File: config.mk
export PLATFORM = sky130hd
export DESIGN_NAME = id_operand_stage
export DESIGN_NICKNAME = d
export VERILOG_FILES = /design/src/rtl/id_operand_stage.sv
export SDC_FILE = /design/constraint.sdc
export NUM_CORES = 1
export LEC_CHECK = 0
export CAP_MARGIN = 20
export CORE_MARGIN = 5
export CORE_UTILIZATION = 30
export DETAILED_ROUTE_END_ITERATION = 16
export PLACE_DENSITY = 0.66
export SYNTH_ARGS = -nofsm -noshare
export SYNTH_HDL_FRONTEND = slang
export SYNTH_SLANG_ARGS = --single-unit
File: constraint.sdc
create_clock -name clk -period 1.86 [get_ports clk]
set_input_delay 0.372 -clock clk [delete_from_list [all_inputs] [get_ports clk]]
set_output_delay 0.372 -clock clk [all_outputs]
set_load 0.03 [all_outputs]
File: src/rtl/id_operand_stage.sv
// Decode / operand-fetch stage: captures operands into ID/EX, bubbles on load-use and
// writeback conflicts. Define WB_BYPASS_EN to forward same-cycle writeback data instead of stalling.
module id_operand_stage #(
   parameter int DW = 32,
   parameter int AW = 5
) (
   input  logic          clk,
   input  logic          reset,
   input  logic          if_valid,
   input  logic [DW-1:0] if_instr,
   input  logic [DW-1:0] if_pc,
   output logic          id_ready,
   output logic [AW-1:0] inst_read_reg_addr1,
   output logic [AW-1:0] inst_read_reg_addr2,
   input  logic [DW-1:0] reg_file_rd_data1,
   input  logic [DW-1:0] reg_file_rd_data2,
   input  logic          reg_wr,
   input  logic [AW-1:0] reg_wr_addr,
   input  logic [DW-1:0] reg_wr_data,
   input  logic          flush,
   input  logic          ex_ready,
   output logic          ex_valid,
   output logic [DW-1:0] ex_pc,
   output logic [DW-1:0] ex_rs_data,
   output logic [DW-1:0] ex_rt_data,
   output logic [DW-1:0] ex_imm,
   output logic [AW-1:0] ex_rs,
   output logic [AW-1:0] ex_rt,
   output logic [AW-1:0] ex_rd,
   output logic [5:0]    ex_opcode,
   output logic [5:0]    ex_funct,
   output logic          ex_reg_write,
   output logic          ex_mem_read
);

   localparam logic [5:0] OP_RTYPE = 6'h00;
   localparam logic [5:0] OP_ADDI  = 6'h08;
   localparam logic [5:0] OP_ANDI  = 6'h0C;
   localparam logic [5:0] OP_ORI   = 6'h0D;
   localparam logic [5:0] OP_LUI   = 6'h0F;
   localparam logic [5:0] OP_LW    = 6'h23;
   localparam logic [AW-1:0] REG_ZERO = {AW{1'b0}};

   typedef enum logic [0:0] {ST_RUN = 1'b0, ST_BUBBLE = 1'b1} state_t;

   state_t        r_state;
   state_t        w_state_nxt;
   logic          r_ex_valid;
   logic [DW-1:0] r_ex_pc, r_ex_rs_data, r_ex_rt_data, r_ex_imm;
   logic [AW-1:0] r_ex_rs, r_ex_rt, r_ex_rd;
   logic [5:0]    r_ex_opcode, r_ex_funct;
   logic          r_ex_reg_write, r_ex_mem_read;

   logic [5:0]    w_opcode;
   logic [AW-1:0] w_rs, w_rt, w_rd, w_dest;
   logic          w_writes;
   logic          w_hold, w_hazard, w_wb_rs_hit, w_wb_rt_hit, w_wb_stall;
   logic          w_id_ready, w_load;
   logic [DW-1:0] w_rs_data, w_rt_data;
   logic          w_unused_shamt;

   assign w_opcode = if_instr[31:26];
   assign w_rs     = if_instr[25:21];
   assign w_rt     = if_instr[20:16];
   assign w_rd     = if_instr[15:11];
   assign w_dest   = (w_opcode == OP_RTYPE) ? w_rd : w_rt;
   assign w_unused_shamt = ^if_instr[10:6];

   assign inst_read_reg_addr1 = w_rs;
   assign inst_read_reg_addr2 = w_rt;

   assign w_writes = ((w_opcode == OP_RTYPE) || (w_opcode == OP_ADDI) || (w_opcode == OP_ANDI) ||
                      (w_opcode == OP_ORI)   || (w_opcode == OP_LUI)  || (w_opcode == OP_LW)) &&
                     (w_dest != REG_ZERO);

   assign w_hold   = r_ex_valid & ~ex_ready;
   assign w_hazard = r_ex_valid & r_ex_mem_read & (r_ex_rd != REG_ZERO) & if_valid &
                     ((r_ex_rd == w_rs) | (r_ex_rd == w_rt));

   assign w_wb_rs_hit = if_valid & reg_wr & (reg_wr_addr != REG_ZERO) & (reg_wr_addr == w_rs);
   assign w_wb_rt_hit = if_valid & reg_wr & (reg_wr_addr != REG_ZERO) & (reg_wr_addr == w_rt);

`ifdef WB_BYPASS_EN
   assign w_wb_stall = 1'b0;
   assign w_rs_data  = (w_rs == REG_ZERO) ? {DW{1'b0}} : (w_wb_rs_hit ? reg_wr_data : reg_file_rd_data1);
   assign w_rt_data  = (w_rt == REG_ZERO) ? {DW{1'b0}} : (w_wb_rt_hit ? reg_wr_data : reg_file_rd_data2);
`else
   // The register file data is stale while the write is in flight; wait one cycle for it to land.
   assign w_wb_stall = w_wb_rs_hit | w_wb_rt_hit;
   assign w_rs_data  = (w_rs == REG_ZERO) ? {DW{1'b0}} : reg_file_rd_data1;
   assign w_rt_data  = (w_rt == REG_ZERO) ? {DW{1'b0}} : reg_file_rd_data2;
`endif

   // FSM state register
   always_ff @(posedge clk or negedge reset) begin
      if (!reset) r_state <= ST_RUN;
      else        r_state <= w_state_nxt;
   end

   // FSM next-state: flush wins, hold freezes, a stall enters BUBBLE, everything else runs
   always_comb begin
      w_state_nxt = r_state;
      if (flush)                         w_state_nxt = ST_RUN;
      else if (w_hold)                   w_state_nxt = r_state;
      else if (w_hazard || w_wb_stall)   w_state_nxt = ST_BUBBLE;
      else                               w_state_nxt = ST_RUN;
   end

   // FSM outputs: in BUBBLE the load has already left EX, so no load-use check applies
   always_comb begin
      w_id_ready = 1'b0;
      case (r_state)
         ST_RUN:    w_id_ready = ~w_hold & ~w_hazard & ~w_wb_stall;
         ST_BUBBLE: w_id_ready = ~w_hold & ~w_wb_stall;
         default:   w_id_ready = 1'b0;
      endcase
      w_load = w_id_ready & if_valid & ~flush;
   end

   // ID/EX pipeline register with held-operand writeback snoop
   always_ff @(posedge clk or negedge reset) begin
      if (!reset) begin
         r_ex_valid     <= 1'b0;
         r_ex_pc        <= {DW{1'b0}};
         r_ex_rs_data   <= {DW{1'b0}};
         r_ex_rt_data   <= {DW{1'b0}};
         r_ex_imm       <= {DW{1'b0}};
         r_ex_rs        <= REG_ZERO;
         r_ex_rt        <= REG_ZERO;
         r_ex_rd        <= REG_ZERO;
         r_ex_opcode    <= 6'd0;
         r_ex_funct     <= 6'd0;
         r_ex_reg_write <= 1'b0;
         r_ex_mem_read  <= 1'b0;
      end else if (flush) begin
         r_ex_valid <= 1'b0;
      end else if (w_hold) begin
         if (reg_wr && (reg_wr_addr != REG_ZERO) && (reg_wr_addr == r_ex_rs)) r_ex_rs_data <= reg_wr_data;
         if (reg_wr && (reg_wr_addr != REG_ZERO) && (reg_wr_addr == r_ex_rt)) r_ex_rt_data <= reg_wr_data;
      end else if (w_load) begin
         r_ex_valid     <= 1'b1;
         r_ex_pc        <= if_pc;
         r_ex_rs_data   <= w_rs_data;
         r_ex_rt_data   <= w_rt_data;
         r_ex_imm       <= {{(DW-16){if_instr[15]}}, if_instr[15:0]};
         r_ex_rs        <= w_rs;
         r_ex_rt        <= w_rt;
         r_ex_rd        <= w_dest;
         r_ex_opcode    <= w_opcode;
         r_ex_funct     <= if_instr[5:0];
         r_ex_reg_write <= w_writes;
         r_ex_mem_read  <= (w_opcode == OP_LW);
      end else begin
         r_ex_valid <= 1'b0;
      end
   end

   assign id_ready     = w_id_ready;
   assign ex_valid     = r_ex_valid;
   assign ex_pc        = r_ex_pc;
   assign ex_rs_data   = r_ex_rs_data;
   assign ex_rt_data   = r_ex_rt_data;
   assign ex_imm       = r_ex_imm;
   assign ex_rs        = r_ex_rs;
   assign ex_rt        = r_ex_rt;
   assign ex_rd        = r_ex_rd;
   assign ex_opcode    = r_ex_opcode;
   assign ex_funct     = r_ex_funct;
   assign ex_reg_write = r_ex_reg_write;
   assign ex_mem_read  = r_ex_mem_read;

endmodule
==> impl_metrics.py, run 1 <==
metrics = {
    "critical_path": {
        "crit_path_end_kind": "output port",
        "cp.buffers_inverters": 3,
        "crit_chain": "buf_2 > or4_1 > o21a_2 > a31oi_4 > buf_6 > and2_4 > buf_12",
        "cpLargestDelayFamily": "simple AND/OR/NAND/NOR gates",
        "crit_slowest_cell": "or4_1",
        "cp_slowest_stage_delay_ns": 0.51,
        "crit_arrival_ns": 1.84,
        "required_ns": 1.49,
        "cp_max_fo": 3,
        "worstSetupPathType": "in -> out",
        "start_kind": "input port",
    },
    "cells_and_area": {
        "final_cells": 1186,
        "regArea_mm2": 0.003435,
        "drive_gt1_frac": 0.3477,
        "area_delta_synth_final_pct": 88.73,
        "multiInputGateArea_mm2": 0.003333,
        "fillerInstances": 1808,
        "diodes": 0,
        "final_nets": 1064,
    },
    "placement": {
        "dp.cells": 1118,
        "pre_cts_slack_ns": -0.9356,
        "port_buffers": 339,
        "place_hpwl_um": 16510,
        "place_congestion": 0.7838,
    },
    "timing": {
        "fin_hold_ws_ns": 0.4656,
        "fin_skew_ns": 0.01429,
        "setup_tns_ns": -34.27,
        "period_share": 1.187,
        "relSlewSlack": 0.6849,
        "fmaxAchievable_ghz": 0.4528,
        "tightestPinTransition_ns": 0.4726,
        "setup_viol": 137,
        "rsz0062_at_grt": "yes",
        "maxSlewViolCount": 0,
        "post-route-min-period_ns": 2.209,
        "finalHoldViolCount": 0,
        "layout_setup_ws_ns": -0.3486,
    },
    "logic_synthesis": {
        "yosys-top-cells-area": "dfrtp_1, mux2_1, mux2_2",
        "yosys_register_bits": 137,
        "synthArstFlopShare": 1.000,
        "synth.distinct_cells": 34,
        "synth_fp_nets": 662,
        "synthCells": 491,
        "ys.warnings.count": 0,
        "synth_area_mm2": 0.006584,
        "yosysSeqAreaShare": 0.5207,
        "synth-edff-count": 0,
        "synth_top_area_frac": 0.5207,
        "yosysTopAreaCell": "dfrtp_1",
        "yosys_most_used_dff": "dfrtp_1",
        "avgSynthCellArea_um2": 13.41,
    },
    "detailed_routing": {
        "wl_um": 24540,
        "first_iter_violations": 225,
        "vias_per_cell": 4.707,
        "num_vias": 5582,
        "ant_nets": 0,
        "wl_per_cell_um": 20.69,
        "drcViolationCount": 0,
        "dr.pass1.iters": 4,
    },
    "die": {
        "die_height_um": 158.1,
        "rows": 54,
        "core_mm2": 0.02169,
        "dieArea_mm2": 0.02501,
        "io-pin-count": 340,
        "start_util": 0.3036,
        "die_w_um": 158.1,
    },
    "grt": {
        "grt_usage": 0.1810,
        "grt_pass1_wl_um": 35020,
        "antenna_found_initial": 0,
        "overflow": 0,
        "grt_max_degree": 65,
        "grt_pass1_vias": 6164,
    },
    "hold_path": {
        "holdCritPathClass": "in -> async",
    },
    "outcome": {
        "status": "finished with violations",
        "violations": "negative setup slack",
    },
    "cts": {
        "clock_tree.root_cell": "clkbuf_16",
        "cts_htree_levels": 4,
        "cts_tree": "built",
        "cts_sinks": 137,
        "cts_buffers": 17,
        "worstSkewPairLatency_ns": 0.42,
        "clock_path_buffers": 2,
        "clk_pin_slew_worst_paths_ns": 0.07,
    },
    "job": {
        "cap_viol_max_count": 0,
    },
    "power_and_ir_drop": {
        "powerDensity_mw_per_mm2": 1010,
        "ir_worst_vdd_mv": 0.5471,
        "power.leakage_nw": 6.302,
    },
}
==> flip-flops by register name, summed over array words and instances, names as in the netlist, 5 cells and up <==
register / count
ex_opcode: 6
ex_rd: 5
ex_rt_data: 32
ex_pc: 32
ex_rt: 5
ex_rs_data: 32
ex_imm: 16
ex_rs: 5
==> final timing paths <==
kind | depth (start not counted) | endpoint | slack, ns | startpoint
hold reg to reg | 1 | ex_imm[6]$_DFFE_PN0P_ | 0.50 | ex_imm[6]$_DFFE_PN0P_
max in group asynchronous | 3 | ex_rt_data[31]$_DFFE_PN0P_ | 0.83 | reset
min in group clk | 1 | ex_imm[6]$_DFFE_PN0P_ | 0.50 | ex_imm[6]$_DFFE_PN0P_
setup reg to reg | 9 | ex_rs_data[18]$_DFFE_PN0P_ | -0.32 | ex_rd[0]$_DFFE_PN0P_
hold / removal | 2 | ex_opcode[4]$_DFFE_PN0P_ | 0.47 | reset
setup / recovery | 7 | id_ready | -0.35 | reg_wr_addr[1]
==> cells in the mapped netlist, types with 2 or more instances <==
cell       count
nand2_1        7
nor4_1         2
xor2_1         4
xnor2_1       26
buf_6          7
o22ai_1        2
nor3_1         5
dfrtp_1      137
nand3_1        8
clkbuf_1      18
nor2_1         7
nor2b_1        2
buf_2          6
mux2_1        74
inv_1          2
a22o_1        64
a2111oi_0      2
or4_1          3
a31oi_2        2
mux2_2        65
a21oi_1        3
buf_4         33
==> worst register-to-register path, delay by kind of cell (launching register included) <==
family | cells | cell delay, ns
buffers and inverters | 3 | 0.52
flip-flops | 1 | 0.46
AO/OA/AOI/OAI | 2 | 0.36
multiplexers | 1 | 0.30
AND/OR/NAND/NOR | 2 | 0.29
XOR/XNOR | 1 | 0.14
==> report_power, final <==
group / internal, mW / switching (mW) / leakage, nW / total, mW
clock network: 1.92 / 1.43 / 0.271 / 3.34
logic: 2.62 / 2.60 / 4.41 / 5.22
registers: 3.60 / 0.391 / 1.62 / 3.99
==> layout by cell type (no fill, tap or decap), types with 2 or more instances in the layout <==
cell type,synthesis,layout
a2111oi_0,2,2
a21oi_2,0,2
a22o_1,64,64
a31oi_4,1,3
and3_4,0,2
buf_12,0,19
buf_16,0,5
buf_2,6,3
buf_4,33,74
buf_6,7,11
buf_8,0,3
clkbuf_16,0,23
clkdlybuf4s50_1,0,187
clkinv_4,0,2
clkinvlp_4,0,4
dfrtp_1,137,132
dfrtp_2,0,5
dlygate4sd2_1,0,74
dlymetal6s2s_1,0,61
inv_1,2,2
inv_6,0,4
inv_8,0,2
mux2_2,65,5
mux2_4,0,134
nand2_1,7,7
nand3_1,8,8
nor2_1,7,6
nor3_1,5,4
nor4_2,0,2
o22ai_2,0,2
or4_1,3,3
xnor2_1,26,24
xnor2_2,0,2
xor2_1,4,4
==> per-stage QoR <==
step                area, um^2    util  total power, mW
global route             12430  0.5729            13.09
global placement         10750  0.4957            8.876
CTS                      12100  0.5577            12.61
finish                   12430  0.5729            12.55
detailed placement       10750  0.4957            8.921
floorplan                 6804       -            6.647
==> area by class of cell <==
class | instances | share of cell area
flip-flops and latches | 137 | 0.2764
repair buffers | 446 | 0.3800
clock buffers | 19 | 0.03565
multi-input cells | 289 | 0.2683
clock inverters | 13 | 0.01088
well taps | 280 | 0.02819
inverters | 2 | 0.0006042
==> kinds of logic (layout without fill, tap and decap cells) <==
group | count (synthesis) | in the layout | share of synthesized area
AOI/OAI and AO/OA | 79 | 79 | 0.1045
xor gates and xnor gates | 30 | 30 | 0.03991
muxes | 140 | 140 | 0.2393
buffers and inverters | 66 | 480 | 0.06557
and+or+nand+nor | 39 | 40 | 0.03003
DFF | 137 | 137 | 0.5207
==> per-layer routing <==
metal  GRT usage  part of all wire  up-vias  wire (um)
met5           0                 0        -          0
met3     0.04921             0.070       22       1708
met4     0.04427             0.014        0        350
li1            -                 -     2575          -
met1      0.2292              0.43     2770      10530
met2      0.3080              0.49      215      11950
==> timing repair <==
action	4_1_cts	5_1_grt
hold buffers	1	0
resized for setup	207	89
gates cloned	9	6
hold endpoints to repair	37	0
endpoints found under the setup margin	199	191
pin swaps	10	7
buffers inserted	22	4
Power figures use the tool's default switching activity.
==> run 2: changes to the inputs <==
--- a/config.mk
+++ b/config.mk
@@ -6,10 +6,13 @@
 export NUM_CORES = 1
 export LEC_CHECK = 0
 export CAP_MARGIN = 20
-export CORE_MARGIN = 5
-export CORE_UTILIZATION = 30
+export CELL_PAD_IN_SITES_DETAIL_PLACEMENT = 1
+export CELL_PAD_IN_SITES_GLOBAL_PLACEMENT = 1
+export CORE_MARGIN = 2
+export CORE_UTILIZATION = 27
 export DETAILED_ROUTE_END_ITERATION = 16
-export PLACE_DENSITY = 0.66
+export PLACE_DENSITY_LB_ADDON = 0.1
+export SKIP_CTS_REPAIR_TIMING = 1
 export SYNTH_ARGS = -nofsm -noshare
 export SYNTH_HDL_FRONTEND = slang
 export SYNTH_SLANG_ARGS = --single-unit
==> run 2 against run 1 <==
  * Power is 4.3% higher
  * Clock skew is 0.0036 ns lower
  * Global-route usage is 0.41 points higher
  * Hold slack worse by 0.059 ns
  * Critical path type unchanged
  * Fmax is 2.2% lower
  * Sequential share of layout area is 0.99 points lower
  * Via count is 2.2% higher
  * Highest routed layer unchanged
  * Cell count is 3.5% higher
  * The flow still finishes with violations (negative setup slack)
==> impl_metrics.py, run 2 (synthesis gave the netlist of run 1 again) <==
metrics = {
    "outcome": {
        "status": "finished with violations",
        "violations": "negative setup slack",
    },
    "cells_and_area": {
        "final_core_util": 0.5344,
        "diodes": 0,
        "final_cell_mix": "clkdlybuf4s50_1, dlymetal6s2s_1, mux2_4, dfrtp_1, buf_4",
        "final_nets": 1062,
        "drive_gt1_frac": 0.3462,
        "layout_commonest_cell": "clkdlybuf4s50_1",
        "area_delta_synth_final_pct": 95.67,
        "final_cells": 1228,
        "final_cell_area_mm2": 0.01288,
    },
    "timing": {
        "maxSlewViolCount": 0,
        "post-route-min-period_ns": 2.258,
        "relSlewSlack": 0.5169,
        "fmaxAchievable_ghz": 0.4429,
        "layout_setup_ws_ns": -0.3978,
        "period_share": 1.214,
        "tightestPinTransition_ns": 0.7246,
        "rsz0062_at_grt": "yes",
        "fin_hold_ws_ns": 0.4066,
        "setup_viol": 137,
        "fin_skew_ns": 0.01068,
        "finalHoldViolCount": 0,
        "setup_tns_ns": -36.28,
    },
    "cts": {
        "cts_sinks": 137,
        "clock_path_buffers": 2,
        "cts_htree_levels": 4,
        "clk_pin_slew_worst_paths_ns": 0.07,
        "clock_tree.root_cell": "clkbuf_16",
        "cts_buffers": 17,
        "worstSkewPairLatency_ns": 0.41,
        "cts_tree": "built",
    },
    "critical_path": {
        "cp_max_fo": 3,
        "r2r_slack_ns": -0.36,
        "worstSetupPathType": "in -> out",
        "crit_arrival_ns": 1.89,
        "crit_slowest_cell": "or4_1",
        "crit_path_end_kind": "output port",
        "crit_chain": "dlymetal6s2s_1 > or4_1 > o21a_2 > a31oi_4 > buf_6 > and2_4 > buf_12",
        "required_ns": 1.49,
        "cp_slowest_stage_delay_ns": 0.53,
        "start_kind": "input port",
    },
    "detailed_routing": {
        "dr.pass1.iters": 4,
        "wl_um": 26620,
        "ant_nets": 0,
        "vias_per_cell": 4.645,
        "wl_per_cell_um": 21.68,
        "first_iter_violations": 270,
        "num_vias": 5704,
        "drcViolationCount": 0,
    },
    "power_and_ir_drop": {
        "p_int_mw": 8.563,
        "report.power.total_mw": 13.09,
        "combPwrFrac": 0.417,
        "p_sw_frac": 0.3458,
        "power_switching_mw": 4.526,
        "powerDensity_mw_per_mm2": 1016,
        "power.leakage_nw": 7.063,
        "share_seq_of_total_power": 0.305,
        "clkPwrFrac": 0.277,
        "ir_worst_vdd_mv": 0.4993,
    },
    "die": {
        "start_util": 0.2731,
        "io-pin-count": 340,
        "die_w_um": 160.2,
        "dieArea_mm2": 0.02565,
        "core_mm2": 0.02411,
        "rows": 57,
        "die_height_um": 160.2,
    },
    "grt": {
        "antenna_found_initial": 0,
        "grt_pass1_vias": 6196,
        "grt_pass1_wl_um": 36920,
        "overflow": 0,
        "grt_usage": 0.1851,
        "grt_max_degree": 65,
    },
    "placement": {
        "port_buffers": 339,
        "place_hpwl_um": 17780,
        "dpl_cell_area_mm2": 0.01081,
        "place_congestion": 0.8151,
        "dp.cells": 1163,
        "pre_cts_slack_ns": -0.9448,
    },
    "job": {
        "cap_viol_max_count": 0,
    },
    "hold_path": {
        "holdCritPathClass": "in -> async",
    },
}
-- run 2: cell count changes in the layout (fill, tap and decap cells not counted), sizes merged --
cell | before | now
clkinvlp | 4 | 5
clkdlybuf4s50 | 187 | 180
clkdlybuf4s15 | 2 | 0
clkbuf | 25 | 29
buf | 115 | 105
bufinv | 1 | 3
clkinv | 2 | 0
dlygate4sd2 | 74 | 0
dlymetal6s2s | 61 | 147
-- run 2: power by group through the flow --
stage | registers [mW] | logic, mW | clock network (mW)
finish | 4.00 | 5.46 | 3.63
global route | 4.08 | 5.69 | 3.87
CTS | 3.98 | 5.00 | 3.72
detailed placement | 4.02 | 4.97 | 0
global placement | 3.99 | 4.92 | 0
floorplan | 5.22 | 1.43 | 0
-- run 2: metal layers --
metal / share of wire / global-route usage / vias to the layer above / wire, um
li1: - / - / 2567 / -
met1: 0.40 / 0.2123 / 2918 / 10610
met2: 0.52 / 0.3375 / 184 / 13970
met3: 0.052 / 0.04883 / 35 / 1374
met4: 0.025 / 0.05487 / 0 / 663
met5: 0 / 0 / - / 0
-- run 2: path summary, 6_finish.rpt --
| check | startpoint | to | depth (start not counted) |
|---|---|---|---|
| max reg2reg | ex_rd[2]$_DFFE_PN0P_ | ex_rs_data[28]$_DFFE_PN0P_ | 10 |
| max in group asynchronous | reset | ex_rt_data[28]$_DFFE_PN0P_ | 3 |
| min reg2reg | ex_pc[11]$_DFFE_PN0P_ | ex_pc[11]$_DFFE_PN0P_ | 1 |
| max | reg_wr_addr[1] | id_ready | 7 |
| min | reset | ex_opcode[2]$_DFFE_PN0P_ | 2 |
| min in group clk | if_instr[17] | ex_rt[1]$_DFFE_PN0P_ | 2 |
-- run 2: final cells by class --
cell class              instances  area [um^2]
clock buffers                  18        439.2
clock inverters                14        185.2
fillers                      2397        11220
inverters                       2        7.507
multi-input cells             289         3382
flip-flops and latches        137         3433
well taps                     324        405.4
repair buffers                444         5030
-- run 2: worst max-delay path: cells and delay by family --
| kind | cells | cell delay (ns) |
|---|---|---|
| AND/OR/NAND/NOR | 2 | 0.67 |
| AO/OA/AOI/OAI | 2 | 0.45 |
| buffers and inverters | 3 | 0.41 |
==> run 3: changes to the inputs <==
--- a/config.mk
+++ b/config.mk
@@ -11,6 +11,7 @@
 export CORE_MARGIN = 2
 export CORE_UTILIZATION = 27
 export DETAILED_ROUTE_END_ITERATION = 16
+export HOLD_SLACK_MARGIN = 0.06
 export PLACE_DENSITY_LB_ADDON = 0.1
 export SKIP_CTS_REPAIR_TIMING = 1
 export SYNTH_ARGS = -nofsm -noshare
==> results of run 3 <==
Final layout, timing and power as in run 2 (identical DEF).
